### src/rtl/ahb_slave_if_if.sv
// ----------------------------------------------------------------------------
// ahb_slave_if_if
//   Signal bundle between the AHB-Lite bus, the ahb_slave_if responder and
//   its backend (the future APB controller).
//
//   AHB side : Hwrite, Hreadyin, Htrans, Haddr, Hwdata  (to responder)
//              Hreadyout, Hresp, Hrdata                 (from responder)
//   Backend  : bk_valid, bk_write, bk_addr, bk_sel, bk_wdata (from responder)
//              bk_ready, bk_rdata                       (to responder)
//
//   slave  modport : the responder's view.
//   master modport : the environment's view (bus master plus backend).
// ----------------------------------------------------------------------------
interface ahb_slave_if_if;
  logic        Hwrite;
  logic        Hreadyin;
  logic [1:0]  Htrans;
  logic [31:0] Haddr;
  logic [31:0] Hwdata;
  logic        Hreadyout;
  logic [1:0]  Hresp;
  logic [31:0] Hrdata;
  logic        bk_valid;
  logic        bk_write;
  logic [31:0] bk_addr;
  logic [2:0]  bk_sel;
  logic [31:0] bk_wdata;
  logic        bk_ready;
  logic [31:0] bk_rdata;

  modport slave (
    input  Hwrite, Hreadyin, Htrans, Haddr, Hwdata, bk_ready, bk_rdata,
    output Hreadyout, Hresp, Hrdata,
           bk_valid, bk_write, bk_addr, bk_sel, bk_wdata
  );

  modport master (
    output Hwrite, Hreadyin, Htrans, Haddr, Hwdata, bk_ready, bk_rdata,
    input  Hreadyout, Hresp, Hrdata,
           bk_valid, bk_write, bk_addr, bk_sel, bk_wdata
  );
endinterface

### src/rtl/ahb_slave_if.sv
// ----------------------------------------------------------------------------
// ahb_slave_if
//   AHB-Lite responder on the AHB side of the AHB2APB bridge. Accepts
//   NONSEQ/SEQ transfers, decodes three peripheral regions under 0x8xxx_xxxx
//   and hands each mapped transfer to a valid/ready backend, inserting wait
//   states until the backend completes. Unmapped addresses and backend
//   timeouts get the two-cycle AHB ERROR response.
//
//   Ports:
//     Hclk   : clock, all state changes on the rising edge
//     Hreset : asynchronous, active-high reset
//     bus    : ahb_slave_if_if.slave (AHB signals plus backend handshake)
//
//   Parameters:
//     WAIT_TIMEOUT : BUSY cycles without bk_ready before ERROR; 0 = never
//     CNT_W        : wait counter width, 2**CNT_W > WAIT_TIMEOUT
// ----------------------------------------------------------------------------
module ahb_slave_if #(
  parameter int WAIT_TIMEOUT = 16,
  parameter int CNT_W        = 5
) (
  input logic          Hclk,
  input logic          Hreset,
  ahb_slave_if_if.slave bus
);

  typedef enum logic [2:0] {S_IDLE, S_BUSY, S_DONE, S_ERR1, S_ERR2} state_t;

  localparam logic [1:0]       RESP_OKAY  = 2'b00;
  localparam logic [1:0]       RESP_ERROR = 2'b01;
  localparam logic [CNT_W-1:0] TIMEOUT_C  = CNT_W'(WAIT_TIMEOUT);
  localparam bit               TIMEOUT_EN = (WAIT_TIMEOUT != 0);

  state_t           state,   state_n;
  logic [CNT_W-1:0] cnt,     cnt_n;
  logic             ready_q, ready_n;
  logic [1:0]       resp_q,  resp_n;
  logic [31:0]      rdata_q, rdata_n;
  logic             valid_q, valid_n;
  logic             write_q, write_n;
  logic [31:0]      addr_q,  addr_n;
  logic [2:0]       sel_q,   sel_n;

  logic       accept;
  logic       mapped;
  logic [2:0] dec_sel;

  // Only IDLE, DONE and ERR2 drive Hreadyout high, so ready_q also gates
  // acceptance to those states.
  assign accept  = bus.Hreadyin && ready_q && bus.Htrans[1];
  assign mapped  = (bus.Haddr[31:28] == 4'h8) && (bus.Haddr[27:26] != 2'b11);
  assign dec_sel = 3'b001 << bus.Haddr[27:26];

  // NOTE: every variable gets a default before the case, so no path leaves
  // one unassigned and no latch is inferred.
  always_comb begin
    state_n = state;
    cnt_n   = cnt;
    ready_n = ready_q;
    resp_n  = resp_q;
    rdata_n = rdata_q;
    valid_n = valid_q;
    write_n = write_q;
    addr_n  = addr_q;
    sel_n   = sel_q;

    case (state)
      S_IDLE, S_DONE, S_ERR2: begin
        // No accept: zero-wait OKAY, back to IDLE.
        state_n = S_IDLE;
        ready_n = 1'b1;
        resp_n  = RESP_OKAY;
        if (accept) begin
          if (mapped) begin
            state_n = S_BUSY;
            cnt_n   = '0;
            valid_n = 1'b1;
            write_n = bus.Hwrite;
            addr_n  = bus.Haddr;
            sel_n   = dec_sel;
            ready_n = 1'b0;
          end else begin
            state_n = S_ERR1;
            resp_n  = RESP_ERROR;
            ready_n = 1'b0;
          end
        end
      end

      S_BUSY: begin
        cnt_n = cnt + 1'b1;
        // bk_ready is checked first so it wins over a coincident timeout.
        if (bus.bk_ready) begin
          state_n = S_DONE;
          valid_n = 1'b0;
          ready_n = 1'b1;
          resp_n  = RESP_OKAY;
          sel_n   = '0;
          if (!write_q) rdata_n = bus.bk_rdata;
        end else if (TIMEOUT_EN && (cnt_n == TIMEOUT_C)) begin
          state_n = S_ERR1;
          valid_n = 1'b0;
          ready_n = 1'b0;
          resp_n  = RESP_ERROR;
          sel_n   = '0;
        end
      end

      // First ERROR cycle holds the bus; the second releases it.
      S_ERR1: begin
        state_n = S_ERR2;
        resp_n  = RESP_ERROR;
        ready_n = 1'b1;
      end

      default: begin
        state_n = S_IDLE;
        ready_n = 1'b1;
        resp_n  = RESP_OKAY;
        valid_n = 1'b0;
      end
    endcase
  end

  // NOTE: registers update with non-blocking assignments so every flop sees
  // the pre-edge value of every other flop, independent of statement order.
  always_ff @(posedge Hclk or posedge Hreset) begin
    if (Hreset) begin
      state   <= S_IDLE;
      cnt     <= '0;
      ready_q <= 1'b1;
      resp_q  <= RESP_OKAY;
      rdata_q <= '0;
      valid_q <= 1'b0;
      write_q <= 1'b0;
      addr_q  <= '0;
      sel_q   <= '0;
    end else begin
      state   <= state_n;
      cnt     <= cnt_n;
      ready_q <= ready_n;
      resp_q  <= resp_n;
      rdata_q <= rdata_n;
      valid_q <= valid_n;
      write_q <= write_n;
      addr_q  <= addr_n;
      sel_q   <= sel_n;
    end
  end

  assign bus.Hreadyout = ready_q;
  assign bus.Hresp     = resp_q;
  assign bus.Hrdata    = rdata_q;
  assign bus.bk_valid  = valid_q;
  assign bus.bk_write  = write_q;
  assign bus.bk_addr   = addr_q;
  assign bus.bk_sel    = sel_q;
  // Write data passes straight through while a request is open.
  assign bus.bk_wdata  = valid_q ? bus.Hwdata : 32'h0;

endmodule

### src/flat_wrapper.sv
// flat-port wrapper written by rule: the top's interface ports become plain ports
module ahb_slave_if_flat 
#(
  parameter int WAIT_TIMEOUT = 16,
  parameter int CNT_W        = 5
)
  (Hclk, Hreset, bus_Hwrite, bus_Hreadyin, bus_Htrans, bus_Haddr, bus_Hwdata, bus_bk_ready, bus_bk_rdata, bus_Hreadyout, bus_Hresp, bus_Hrdata, bus_bk_valid, bus_bk_write, bus_bk_addr, bus_bk_sel, bus_bk_wdata);
  ahb_slave_if_if bus_i ();
  input logic Hclk;
  input logic Hreset;
  input wire logic [$bits(bus_i.Hwrite)-1:0] bus_Hwrite;
  input wire logic [$bits(bus_i.Hreadyin)-1:0] bus_Hreadyin;
  input wire logic [$bits(bus_i.Htrans)-1:0] bus_Htrans;
  input wire logic [$bits(bus_i.Haddr)-1:0] bus_Haddr;
  input wire logic [$bits(bus_i.Hwdata)-1:0] bus_Hwdata;
  input wire logic [$bits(bus_i.bk_ready)-1:0] bus_bk_ready;
  input wire logic [$bits(bus_i.bk_rdata)-1:0] bus_bk_rdata;
  output wire logic [$bits(bus_i.Hreadyout)-1:0] bus_Hreadyout;
  output wire logic [$bits(bus_i.Hresp)-1:0] bus_Hresp;
  output wire logic [$bits(bus_i.Hrdata)-1:0] bus_Hrdata;
  output wire logic [$bits(bus_i.bk_valid)-1:0] bus_bk_valid;
  output wire logic [$bits(bus_i.bk_write)-1:0] bus_bk_write;
  output wire logic [$bits(bus_i.bk_addr)-1:0] bus_bk_addr;
  output wire logic [$bits(bus_i.bk_sel)-1:0] bus_bk_sel;
  output wire logic [$bits(bus_i.bk_wdata)-1:0] bus_bk_wdata;
  assign bus_i.Hwrite = bus_Hwrite;
  assign bus_i.Hreadyin = bus_Hreadyin;
  assign bus_i.Htrans = bus_Htrans;
  assign bus_i.Haddr = bus_Haddr;
  assign bus_i.Hwdata = bus_Hwdata;
  assign bus_i.bk_ready = bus_bk_ready;
  assign bus_i.bk_rdata = bus_bk_rdata;
  assign bus_Hreadyout = bus_i.Hreadyout;
  assign bus_Hresp = bus_i.Hresp;
  assign bus_Hrdata = bus_i.Hrdata;
  assign bus_bk_valid = bus_i.bk_valid;
  assign bus_bk_write = bus_i.bk_write;
  assign bus_bk_addr = bus_i.bk_addr;
  assign bus_bk_sel = bus_i.bk_sel;
  assign bus_bk_wdata = bus_i.bk_wdata;
  ahb_slave_if #(.WAIT_TIMEOUT(WAIT_TIMEOUT), .CNT_W(CNT_W)) u_core (.Hclk(Hclk), .Hreset(Hreset), .bus(bus_i));
endmodule
### config.mk
export PLATFORM = sky130hd
export DESIGN_NAME = ahb_slave_if_flat
export DESIGN_NICKNAME = d
export VERILOG_FILES = /design/src/rtl/ahb_slave_if_if.sv /design/src/rtl/ahb_slave_if.sv /design/src/flat_wrapper.sv
export SDC_FILE = /design/constraint.sdc
export NUM_CORES = 1
export LEC_CHECK = 0
export BUFFER_PORTS_ARGS = -buffer_cell sky130_fd_sc_hd__buf_4
export CAP_MARGIN = 10
export CORE_UTILIZATION = 39
export CTS_CLUSTER_SIZE = 10
export DETAILED_ROUTE_END_ITERATION = 8
export GPL_TIMING_DRIVEN = 0
export PLACE_DENSITY = 0.77
export SYNTH_ARGS = -nofsm -noshare
export SYNTH_HDL_FRONTEND = slang
export SYNTH_SLANG_ARGS = --single-unit
export TNS_END_PERCENT = 100
### constraint.sdc
create_clock -name Hclk -period 2.7 [get_ports Hclk]
set_input_delay 0.81 -clock Hclk [delete_from_list [all_inputs] [get_ports Hclk]]
set_output_delay 0.81 -clock Hclk [all_outputs]
set_load 0.03 [all_outputs]
# Yosys cells after proc, flatten, opt, wreduce, memory -nomap -nowiden
# Cells that the tools add are included.
# W data, S select, Z words.
[totals]
register_bits = 80
latchBits = 0
ram_bits = 0
mem_bits_ro = 0
inputBits = 103
output_inout_bits = 104
wordCells = 61
memories = 0
[op_classes]
addsub = 1
multipliers = 0
div_mod_pow = 0
magnitude_cmp = 0
n_eq_ne = 10
shift = 1
muxes = 27
n_bitwise = 2
n_reduce_logical = 11
[ops]
columns = ["cell", "count"]
rows = [
  ["$mux W32", 1],
  ["$mux W3", 7],
  ["$mux W5", 2],
  ["$pmux W5 S2", 1],
  ["$pmux W3 S3", 1],
  ["$reduce_and A3 Y1", 3],
  ["$mux W2", 4],
  ["$reduce_and A4 Y1", 2],
  ["$mux W1", 7],
  ["$eq A3 B2 Y1 const B", 2],
  ["$pmux W2 S3", 1],
  ["$pmux W3 S2", 1],
  ["$add A5 B1 Y5 const B", 1],
  ["$eq A5 B5 Y1 const B", 1],
  ["$eq A4 B4 Y1 const B", 1],
  ["$ne A2 B1 Y1 const B", 2],
  ["$eq A3 B1 Y1 const B", 1],
  ["$eq A3 B3 Y1 const B", 1],
  ["$logic_and A1 B1 Y1", 3],
  ["$logic_not A3 Y1", 1],
  ["$ne A3 B2 Y1 const B", 1],
  ["$pmux W1 S3", 1],
  ["$reduce_or A3 Y1", 1],
  ["$shl A1 B2 Y3 const A", 1],
  ["other kinds (4)", 5],
]

# Longest topological paths before layout
# Gate-level depths: netlist (run 1).
[depth]
ltp_word = 5
mapped_depth = 6
mapped_depth_nobuf = 4

# Least setup slack after synthesis (run 1)
# OpenSTA, ideal clock, no wires.
[synth_path]
path_type = "input-to-reg"
start = "input port bus_Haddr[29]"
end = "register u_core.sel_q[2] (netlist: u_core.bus.bk_sel[2])"
setup_time_ps = 69
arrival_time_ps = 1926
t_required_ps = 2631
path_slack_ps = 705
cell_stages = 4
n_path_buf = 0
path_cell_list = "nor4b_4 > nand4_2 > or4b_1 > nand3_1"
[synth_between]
elab_chain_cells = 4
[synth_rtl]
columns = ["element", "line", "text"]
rows = [
  ["start, declared", "flat_wrapper.sv:14", "input wire logic [$bits(bus_i.Haddr)-1:0] bus_Haddr;"],
  ["$eq A4 B4 Y1", "ahb_slave_if.sv:51", "assign mapped = (bus.Haddr[31:28] == 4'h8) && (bus.Haddr[27:26] != 2'b11);"],
  ["$logic_and A1 B1 Y1", "ahb_slave_if.sv:51", ""],
  ["$ne A2 B1 Y1 (no source line)", "--", ""],
  ["$reduce_and A4 Y1 (no source line)", "--", ""],
  ["end signal, assigned", "ahb_slave_if.sv:147", "sel_q <= sel_n;"],
  ["end, declared", "ahb_slave_if.sv:42", "logic [2:0] sel_q, sel_n;"],
]
# No other way between the ends.
# A chain may end at the register's enable or synchronous reset.

# Worst setup path after layout (run 1)
[layout_path]
start = "register u_core.valid_q (netlist: u_core.bus.bk_valid)"
end = "output port bus_bk_wdata[21]"
[layout_between]
elab_chain_cells = 1
[layout_rtl]
columns = ["element", "line", "text"]
rows = [
  ["start, declared", "ahb_slave_if.sv:39", "logic valid_q, valid_n;"],
  ["start signal, assigned", "ahb_slave_if.sv:144", "valid_q <= valid_n;"],
  ["$mux W32", "ahb_slave_if.sv:159", "assign bus.bk_wdata = valid_q ? bus.Hwdata : 32'h0;"],
  ["end, declared", "flat_wrapper.sv:25", "output wire logic [$bits(bus_i.bk_wdata)-1:0] bus_bk_wdata;"],
]
# No other way between the ends.

==> flow_summary.yaml, run 1 <==
die:
  num_rows: 33
  io_pins: 207
  core-area_sq_um: 8300
  start_util_pct: 40.9
  die_area_sq_um: 9070
  die_w_um: 95.2
  die_h_um: 95.2
power_and_ir_drop:
  ir_worst_vdd_v: 0.000689
  power_density_nw_per_um2: 936
  finalPower_mw: 4.98
  p_leak_nw: 2.75
detailed_routing:
  drt_first_iter_violations: 122
  totalWireLength_um: 8600
  drtPass1Iterations: 4
  ant_nets: 0
  wl_per_cell_um: 14.7
  drc: 0
  via_count: 2850
  viasPerCell: 4.88
grt:
  grt_usage_pct: 18.9
  overflow: 0
  grt_pass1_vias: 2834
  antenna_found_initial: 0
  grt_first_pass_wirelength_um: 13100
  grt_max_degree: 43
clock_tree:
  clkLatencyLatePin_ns: 0.35
  path_clk_slew_ns: 0.08
  ctsHtreeMaxLevel: 3
  tritoncts: "yes"
  post_cts_buffers: 0
  cts-buffers-inserted: 9
  cts_resized: 0
  cts_hold_buffers: 0
  clock_path_buffers: 2
  cts.sinks: 79
  root_buffer: "clkbuf_8"
sta:
  fin_crit_ns: 2.24
  finalWorstSetupSlack_ns: 0.464
  rsz0062_at_grt: "no"
  finalSetupViolCount: 0
  fin_worst_skew_ns: 0.0112
  finalSetupTns_ns: 0
  worst_slew_pin_slew_ns: 0.596
  fmax_mhz: 447
  drv_slew: 0
  hold_viol_final: 0
  max_slew_margin_pct: 60.3
  whs_ns: 0.485
  period_share_pct: 82.8
layout:
  final-seq-area_sq_um: 1980
  stdcell_count: 584
  multiInputGateArea_sq_um: 1340
  drive_gt1_share_pct: 61.2
  layout_commonest_cell: "buf_4"
  area_growth_pct: 56.9
  layout_common_cells: "buf_4, dfrtp_1, mux2_2"
  fillers: 681
  fin_nets: 578
  antenna-diode-count: 0
synth:
  syn_area_sq_um: 3390
  yosysWarnings: 0
  synth-seq-area-share_pct: 58.3
  syn-mean-instance-area_sq_um: 13.2
  synth_nets: 361
  synth-seq-cells: 79
  netlist_instances: 257
  synth.distinct_cells: 41
setup_path:
  cp-end-kind: "primary output"
  cp.arrival_ns: 1.43
  slowest_delay_ns: 0.47
  start_kind: "flip-flop"
  worstRegToRegCells: 5
  cp_top_family: "flip-flops"
  path_cells: "clkbuf_1, and2_1, buf_4"
  criticalPathCategory: "reg2out"
  crit_fanout: 10
  slowest_stage: "dfrtp_1"
  required_ns: 1.89
  path_depth: 3
  path_buf_inv: 2
place:
  portBuffers: 204
  gp_congestion: 0.742
  dpl_worst_slack_ns: 0.375
  post-dp-hpwl_um: 6620
  dp.cells: 568
min_path:
  hold_path_depth: 1
  hold_path_class: "reg2reg"
outcome:
  status: "finished, final reports clean"
flow_run:
  drv_cap: 0
flip-flops by register name, summed over array words and instances (netlist names):
register / cells
u_core.bus.bk_sel: 3
u_core.bus.bk_write: 1
u_core.bus.Hrdata: 32
u_core.bus.bk_addr: 32
u_core.state: 3
u_core.bus.bk_valid: 1
u_core.cnt: 5
u_core.bus.Hreadyout: 1
u_core.bus.Hresp: 1
cell families (layout without fill, tap and decap cells):
family          count (synthesis)  count (layout)  synth area share, %
flops                          79              79                 58.3
simple gates                   74              74                 14.1
mux                            60              60                 19.9
compound gates                 24              24                 4.50
buf+inv                        16             238                 2.18
xor+xnor                        2               2                0.517
fa+ha+maj                       1               1                0.369
other cells                     1               1                0.111
metal layers:
metal	share of wire, %	track usage (%)	up-vias	wire length (um)
li1	-	-	1332	-
met3	7.5	4.94	13	646
met5	0	0	-	0
met2	54	33.8	111	4600
met4	1.9	7.58	0	165
met1	37	21.4	1394	3190
path summary, 6_finish.rpt:
check	startpoint	endpoint	slack, ns
min	u_core.bus.bk_addr[31]$_DFFE_PP0P_	u_core.bus.bk_addr[31]$_DFFE_PP0P_	0.49
max reg2reg	u_core.state[1]$_DFFE_PP0N_	u_core.bus.Hrdata[4]$_DFFE_PP0P_	0.92
max in group asynchronous	Hreset	u_core.bus.Hreadyout$_DFFE_PP1N_	1.65
max	u_core.bus.bk_valid$_DFFE_PP0P_	bus_bk_wdata[21]	0.46
min reg2reg	u_core.bus.bk_addr[31]$_DFFE_PP0P_	u_core.bus.bk_addr[31]$_DFFE_PP0P_	0.49
min in group asynchronous	Hreset	u_core.bus.Hrdata[15]$_DFFE_PP0P_	0.51
layout make-up:
type                    instances  share of cell area (%)
plain buffers                  14                    1.25
repair buffers                206                    29.5
well taps                     105                    2.47
inverters                       2                   0.212
multi-input cells             162                    25.2
clock inverters                 5                    1.53
clock buffers                  11                    2.66
flip-flops and latches         79                    37.2
through the flow:
step           utilization [%]  area [sq um]
5_1_grt                   64.1          5320
3_5_place_dp              61.4          5100
2_1_floorplan                -          3390
6_report                  64.1          5320
4_1_cts                   64.1          5320
3_3_place_gp              60.9          5060
power breakdown:
| part | total (mW) | internal [mW] | switching [mW] |
|---|---|---|---|
| Clock | 0.983 | 0.546 | 0.437 |
| Combinational | 2.18 | 0.932 | 1.24 |
| Sequential | 1.82 | 1.58 | 0.239 |
Yosys cell counts:
| cell type | count | area share, % |
|---|---|---|
| o21a_1 | 2 | 0.44 |
| inv_1 | 2 | 0.22 |
| nor3_1 | 1 | 0.15 |
| nor4b_1 | 1 | 0.26 |
| nor2b_1 | 1 | 0.18 |
| and4b_1 | 1 | 0.30 |
| xor2_1 | 2 | 0.52 |
| dfrtp_1 | 78 | 58 |
| and3b_1 | 1 | 0.26 |
| mux2_2 | 58 | 19 |
| nand2b_1 | 2 | 0.37 |
| nor3b_1 | 1 | 0.22 |
| nand2_1 | 7 | 0.78 |
| o21ai_0 | 5 | 0.74 |
| a211oi_1 | 1 | 0.22 |
| or3b_1 | 1 | 0.26 |
| o211ai_1 | 6 | 1.3 |
| nand3_1 | 12 | 1.8 |
| nor4_1 | 1 | 0.18 |
| nand3b_1 | 1 | 0.22 |
| and3_1 | 1 | 0.18 |
| mux2_1 | 2 | 0.66 |
| a21o_1 | 1 | 0.22 |
| o31ai_1 | 1 | 0.22 |
| conb_1 | 1 | 0.11 |
| a31oi_1 | 1 | 0.18 |
| nand4_2 | 1 | 0.37 |
| and2_1 | 35 | 6.5 |
| ha_1 | 1 | 0.37 |
| buf_4 | 1 | 0.22 |
| or4_1 | 1 | 0.22 |
| o22ai_1 | 1 | 0.18 |
| nor2_1 | 3 | 0.33 |
| or4b_1 | 1 | 0.30 |
| nor4b_4 | 1 | 0.70 |
| a21boi_0 | 1 | 0.22 |
| dfstp_2 | 1 | 0.78 |
| clkbuf_1 | 5 | 0.55 |
| a21oi_1 | 5 | 0.74 |
| buf_2 | 8 | 1.2 |
| nor3b_4 | 1 | 0.55 |
Power figures use the tool's default switching activity.
==> run 2, diff against run 1 <==
--- a/config.mk
+++ b/config.mk
@@ -7,11 +7,11 @@
 export LEC_CHECK = 0
 export BUFFER_PORTS_ARGS = -buffer_cell sky130_fd_sc_hd__buf_4
 export CAP_MARGIN = 10
-export CORE_UTILIZATION = 39
+export CORE_UTILIZATION = 43
 export CTS_CLUSTER_SIZE = 10
 export DETAILED_ROUTE_END_ITERATION = 8
 export GPL_TIMING_DRIVEN = 0
-export PLACE_DENSITY = 0.77
+export PLACE_DENSITY = 0.8
 export SYNTH_ARGS = -nofsm -noshare
 export SYNTH_HDL_FRONTEND = slang
 export SYNTH_SLANG_ARGS = --single-unit
==> constraint.sdc (replaced) <==
create_clock -name Hclk -period 2.1 [get_ports Hclk]
set_input_delay 0.63 -clock Hclk [delete_from_list [all_inputs] [get_ports Hclk]]
set_output_delay 0.63 -clock Hclk [all_outputs]
set_load 0.03 [all_outputs]
==> flow_summary.yaml, run 2 (same netlist as run 1, synthesis figures left out) <==
outcome:
  status: "finished, violations left"
  violations: "design-rule violations"
sta:
  max_slew_margin_pct: 65.2
  fin_worst_skew_ns: 0.0122
  fin_crit_ns: 1.94
  finalSetupTns_ns: 0
  finalSetupViolCount: 0
  drv_slew: 0
  finalWorstSetupSlack_ns: 0.158
  fmax_mhz: 515
  rsz0062_at_grt: "no"
  hold_viol_final: 0
  period_share_pct: 92.5
  worst_slew_pin_slew_ns: 0.522
layout:
  antenna-diode-count: 0
  design_area_sq_um: 5330
  fin_nets: 578
  drive_gt1_share_pct: 62.2
  layout_commonest_cell: "buf_4"
  layout_common_cells: "buf_4, dfrtp_1, mux2_2"
  fillers: 578
  area_growth_pct: 57.2
detailed_routing:
  drc: 1
  viasPerCell: 4.88
  drtPass1Iterations: 8
  totalWireLength_um: 8780
  via_count: 2834
  wl_per_cell_um: 15.1
  drt_first_iter_violations: 126
  ant_nets: 0
place:
  placed_area_sq_um: 5090
  gp_congestion: 0.763
  dpl_worst_slack_ns: -0.0325
  portBuffers: 204
  post-dp-hpwl_um: 6790
die:
  core-area_sq_um: 7690
  die_w_um: 90.8
  die_h_um: 90.8
  num_rows: 32
  io_pins: 207
  start_util_pct: 44.1
  die_area_sq_um: 8240
grt:
  antenna_found_initial: 0
  grt_max_degree: 37
  grt_first_pass_wirelength_um: 13800
  overflow: 0
  grt_pass1_vias: 2934
  grt_usage_pct: 21.5
clock_tree:
  clock_path_buffers: 2
  tritoncts: "yes"
  cts.sinks: 79
  cts-buffers-inserted: 9
  root_buffer: "clkbuf_8"
  clkLatencyLatePin_ns: 0.36
  ctsHtreeMaxLevel: 3
  path_clk_slew_ns: 0.09
setup_path:
  path_buf_inv: 2
  cp.arrival_ns: 1.31
  cp_top_family: "flip-flops"
  crit_fanout: 10
  r2r_slack_ns: 0.31
  rr_startpoint: "u_core.bus.Hreadyout$_DFFE_PP1N_"
  criticalPathCategory: "reg2out"
  slowest_stage: "dfrtp_2"
  start_kind: "flip-flop"
  slowest_delay_ns: 0.46
  worstRegToRegCells: 4
  path_cells: "clkbuf_2, and2_1, buf_4"
  required_ns: 1.47
  cp-end-kind: "primary output"
  worst_r2r_endpoint: "u_core.bus.bk_sel[2]$_DFFE_PP0P_"
power_and_ir_drop:
  p_leak_nw: 2.77
  power_density_nw_per_um2: 1210
  ir_worst_vdd_v: 0.00102
flow_run:
  drv_cap: 0
min_path:
  hold_path_class: "in2async"
run 2: cell count changes in the layout (fill, tap and decap cells not counted), sizes merged:
cell / change
clkbuf: -1
clkinv: +1
run 2: per-layer routing:
metal | global-route usage (%) | share of wire [%] | up-vias
li1 | - | - | 1328
met1 | 24.2 | 38 | 1355
met2 | 38.0 | 53 | 130
met3 | 5.81 | 7.5 | 21
met4 | 9.26 | 2.2 | 0
met5 | 0 | 0 | -
run 2: where the power goes:
| part | total, mW | switching, mW | leakage (nW) | internal (mW) |
|---|---|---|---|---|
| combinational | 2.80 | 1.60 | 1.65 | 1.20 |
| clock | 1.30 | 0.588 | 0.113 | 0.708 |
| sequential | 2.35 | 0.312 | 1.01 | 2.03 |
run 2: worst max path at each step:
| stage | start | endpoint | slack [ns] | cells after the start |
|---|---|---|---|---|
| 6_report | u_core.bus.bk_valid$_DFFE_PP0P_ | bus_bk_wdata[13] | 0.16 | 3 |
| 5_1_grt | u_core.bus.bk_valid$_DFFE_PP0P_ | bus_bk_wdata[13] | 0.07 | 3 |
| 4_1_cts | u_core.bus.bk_valid$_DFFE_PP0P_ | bus_bk_wdata[13] | 0.04 | 3 |
| 3_5_place_dp | bus_Haddr[29] | u_core.bus.bk_sel[2]$_DFFE_PP0P_ | -0.03 | 5 |
| 3_3_place_gp | bus_Haddr[29] | u_core.bus.bk_sel[2]$_DFFE_PP0P_ | -0.01 | 5 |
| 2_1_floorplan | bus_Haddr[29] | u_core.bus.bk_sel[2]$_DFFE_PP0P_ | 0.28 | 4 |
run 2: cell type report:
cell class	instances	area (sq um)	area share, %
well taps	102	128	2.39
flip-flops and latches	79	1980	37.1
repair buffers	206	1570	29.5
plain buffers	14	70.1	1.31
multi-input cells	162	1340	25.1
inverters	2	11.3	0.211
clock inverters	6	93.8	1.76
clock buffers	10	138	2.58
run 2: worst register-to-register path: cells and delay by family (launching register included):
family / cells / cell delay (ns)
flops: 1 / 0.57
simple gates: 4 / 1.16
run 2: what timing repair did:
action                                  CTS  global route
resized for setup                         1             6
buffers inserted                          0             0
endpoints found under the hold margin     0             0
endpoints found under the setup margin   12            30
hold buffers                              0             0
run 2: metrics by stage:
step | cells | hold slack (ns) | total power, mW | util, %
finish | 581 | 0.244 | 6.44 | 69.3
global route | 581 | 0.267 | 6.72 | 69.3
CTS | 581 | 0.257 | 6.47 | 69.3
detailed placement | 565 | 0.457 | 5.18 | 66.3
global placement | 563 | 0.454 | 5.07 | 65.7
floorplan | 257 | 0.519 | 4.02 | -
==> run 3, diff against run 2 <==
--- a/config.mk
+++ b/config.mk
@@ -12,6 +12,7 @@
 export DETAILED_ROUTE_END_ITERATION = 8
 export GPL_TIMING_DRIVEN = 0
 export PLACE_DENSITY = 0.8
+export SETUP_SLACK_MARGIN = 0.3
 export SYNTH_ARGS = -nofsm -noshare
 export SYNTH_HDL_FRONTEND = slang
 export SYNTH_SLANG_ARGS = --single-unit
==> flow_summary.yaml, run 3 (same netlist as run 1, synthesis figures left out) <==
outcome:
  status: "finished, final reports clean"
clock_tree:
  clock_path_buffers: 2
  tritoncts: "yes"
  cts_hold_buffers: 0
  cts-buffers-inserted: 9
  root_buffer: "clkbuf_8"
  clkLatencyLatePin_ns: 0.34
  path_clk_slew_ns: 0.09
  ctsHtreeMaxLevel: 3
  cts.sinks: 79
place:
  gp_congestion: 0.764
  portBuffers: 204
  post-dp-hpwl_um: 6570
  dpl_worst_slack_ns: -0.0353
sta:
  fmax_mhz: 523
  finalSetupViolCount: 0
  rsz0062_at_grt: "yes"
  finalWorstSetupSlack_ns: 0.187
  fin_crit_ns: 1.91
  drv_slew: 0
  fin_worst_skew_ns: 0.00743
  hold_viol_final: 0
  finalSetupTns_ns: 0
  max_slew_margin_pct: 60.0
  period_share_pct: 91.1
  worst_slew_pin_slew_ns: 0.601
die:
  start_util_pct: 44.1
  die_w_um: 90.8
  core-area_sq_um: 7690
  num_rows: 32
  die_h_um: 90.8
  io_pins: 207
  die_area_sq_um: 8240
detailed_routing:
  wl_met2_um: 4670
  routed-wl-met3_um: 686
  viasPerCell: 4.96
  wl_per_cell_um: 15.0
  ant_nets: 0
  top_layer_used: "met4"
  drt_first_iter_violations: 70
  drt-met1-wl_um: 3230
  drtPass1Iterations: 6
  drc: 0
  via_count: 2918
  totalWireLength_um: 8800
layout:
  layout_commonest_cell: "buf_4"
  fin_nets: 585
  area_growth_pct: 61.0
  fillers: 567
  drive_gt1_share_pct: 64.6
  layout_common_cells: "buf_4, dfrtp_1, mux2_2"
  antenna-diode-count: 0
setup_path:
  criticalPathCategory: "reg2out"
  crit_fanout: 10
  worstRegToRegCells: 5
  r2r_slack_ns: 0.42
  rr_startpoint: "u_core.state[1]$_DFFE_PP0N_"
  path_buf_inv: 2
  path_cells: "clkbuf_8, and2_1, buf_4"
  start_kind: "flip-flop"
  slowest_delay_ns: 0.47
  slowest_stage: "dfrtp_2"
  required_ns: 1.47
  cp-end-kind: "primary output"
  cp_top_family: "flip-flops"
  worst_r2r_endpoint: "u_core.bus.bk_sel[1]$_DFFE_PP0P_"
  cp.arrival_ns: 1.28
grt:
  antenna_found_initial: 0
  grt_usage_pct: 21.2
  grt_max_degree: 35
  grt_first_pass_wirelength_um: 13900
  overflow: 0
  grt_pass1_vias: 2999
power_and_ir_drop:
  p_leak_nw: 2.82
  power_density_nw_per_um2: 1160
  finalPower_mw: 6.34
  ir_worst_vdd_v: 0.000776
flow_run:
  drv_cap: 0
min_path:
  hold_path_class: "in2async"
[run 3: timing repair]
| action | in CTS | in global routing |
|---|---|---|
| pin swaps | 0 | 2 |
| resized for setup | 28 | 8 |
| endpoints found under the setup margin | 30 | 76 |
| gates cloned | 2 | 0 |
| setup buffers | 2 | 3 |
[run 3: stage by stage]
stage / instances / hold WS [ns] / utilization [%] / cell area (sq um)
final: 588 / 0.332 / 71.0 / 5460
after CTS: 585 / 0.343 / 70.4 / 5410
after detailed placement: 565 / 0.457 / 66.4 / 5100
after global placement: 563 / 0.453 / 65.7 / 5050
after global routing: 588 / 0.367 / 71.0 / 5460
after floorplan: 257 / 0.519 / - / 3390
[run 3: area by class of cell]
cell class / instances / area (sq um) / share of cell area, %
clock inverters: 6 / 70.1 / 1.28
clock buffers: 10 / 128 / 2.34
inverters: 2 / 11.3 / 0.206
flip-flops and latches: 79 / 1980 / 36.3
plain buffers: 14 / 96.3 / 1.77
well taps: 102 / 128 / 2.34
repair buffers: 213 / 1670 / 30.7
multi-input cells: 162 / 1370 / 25.1
[run 3: how the worst max path moves through the flow]
stage,from,endpoint,slack [ns],depth (start not counted)
6_report,u_core.bus.bk_valid$_DFFE_PP0P_,bus_bk_wdata[15],0.19,3
4_1_cts,u_core.bus.bk_valid$_DFFE_PP0P_,bus_bk_wdata[17],0.18,3
2_1_floorplan,bus_Haddr[29],u_core.bus.bk_sel[2]$_DFFE_PP0P_,0.28,4
3_3_place_gp,bus_Haddr[29],u_core.bus.bk_sel[2]$_DFFE_PP0P_,-0.02,5
3_5_place_dp,bus_Haddr[29],u_core.bus.bk_addr[3]$_DFFE_PP0P_,-0.04,5
5_1_grt,u_core.bus.bk_valid$_DFFE_PP0P_,bus_bk_wdata[16],0.13,3
[run 3: routing by layer]
| metal | GRT usage (%) | vias up |
|---|---|---|
| met5 | 0 | - |
| met4 | 9.92 | 0 |
| met3 | 6.14 | 20 |
| met2 | 37.5 | 146 |
| met1 | 23.4 | 1403 |
| li1 | - | 1349 |
[run 3: where the power goes]
group	internal, mW	total [mW]	switching (mW)	leakage (nW)
logic	1.24	2.87	1.63	1.72
registers	2.03	2.33	0.298	1.01
clock network	0.559	1.14	0.584	0.101
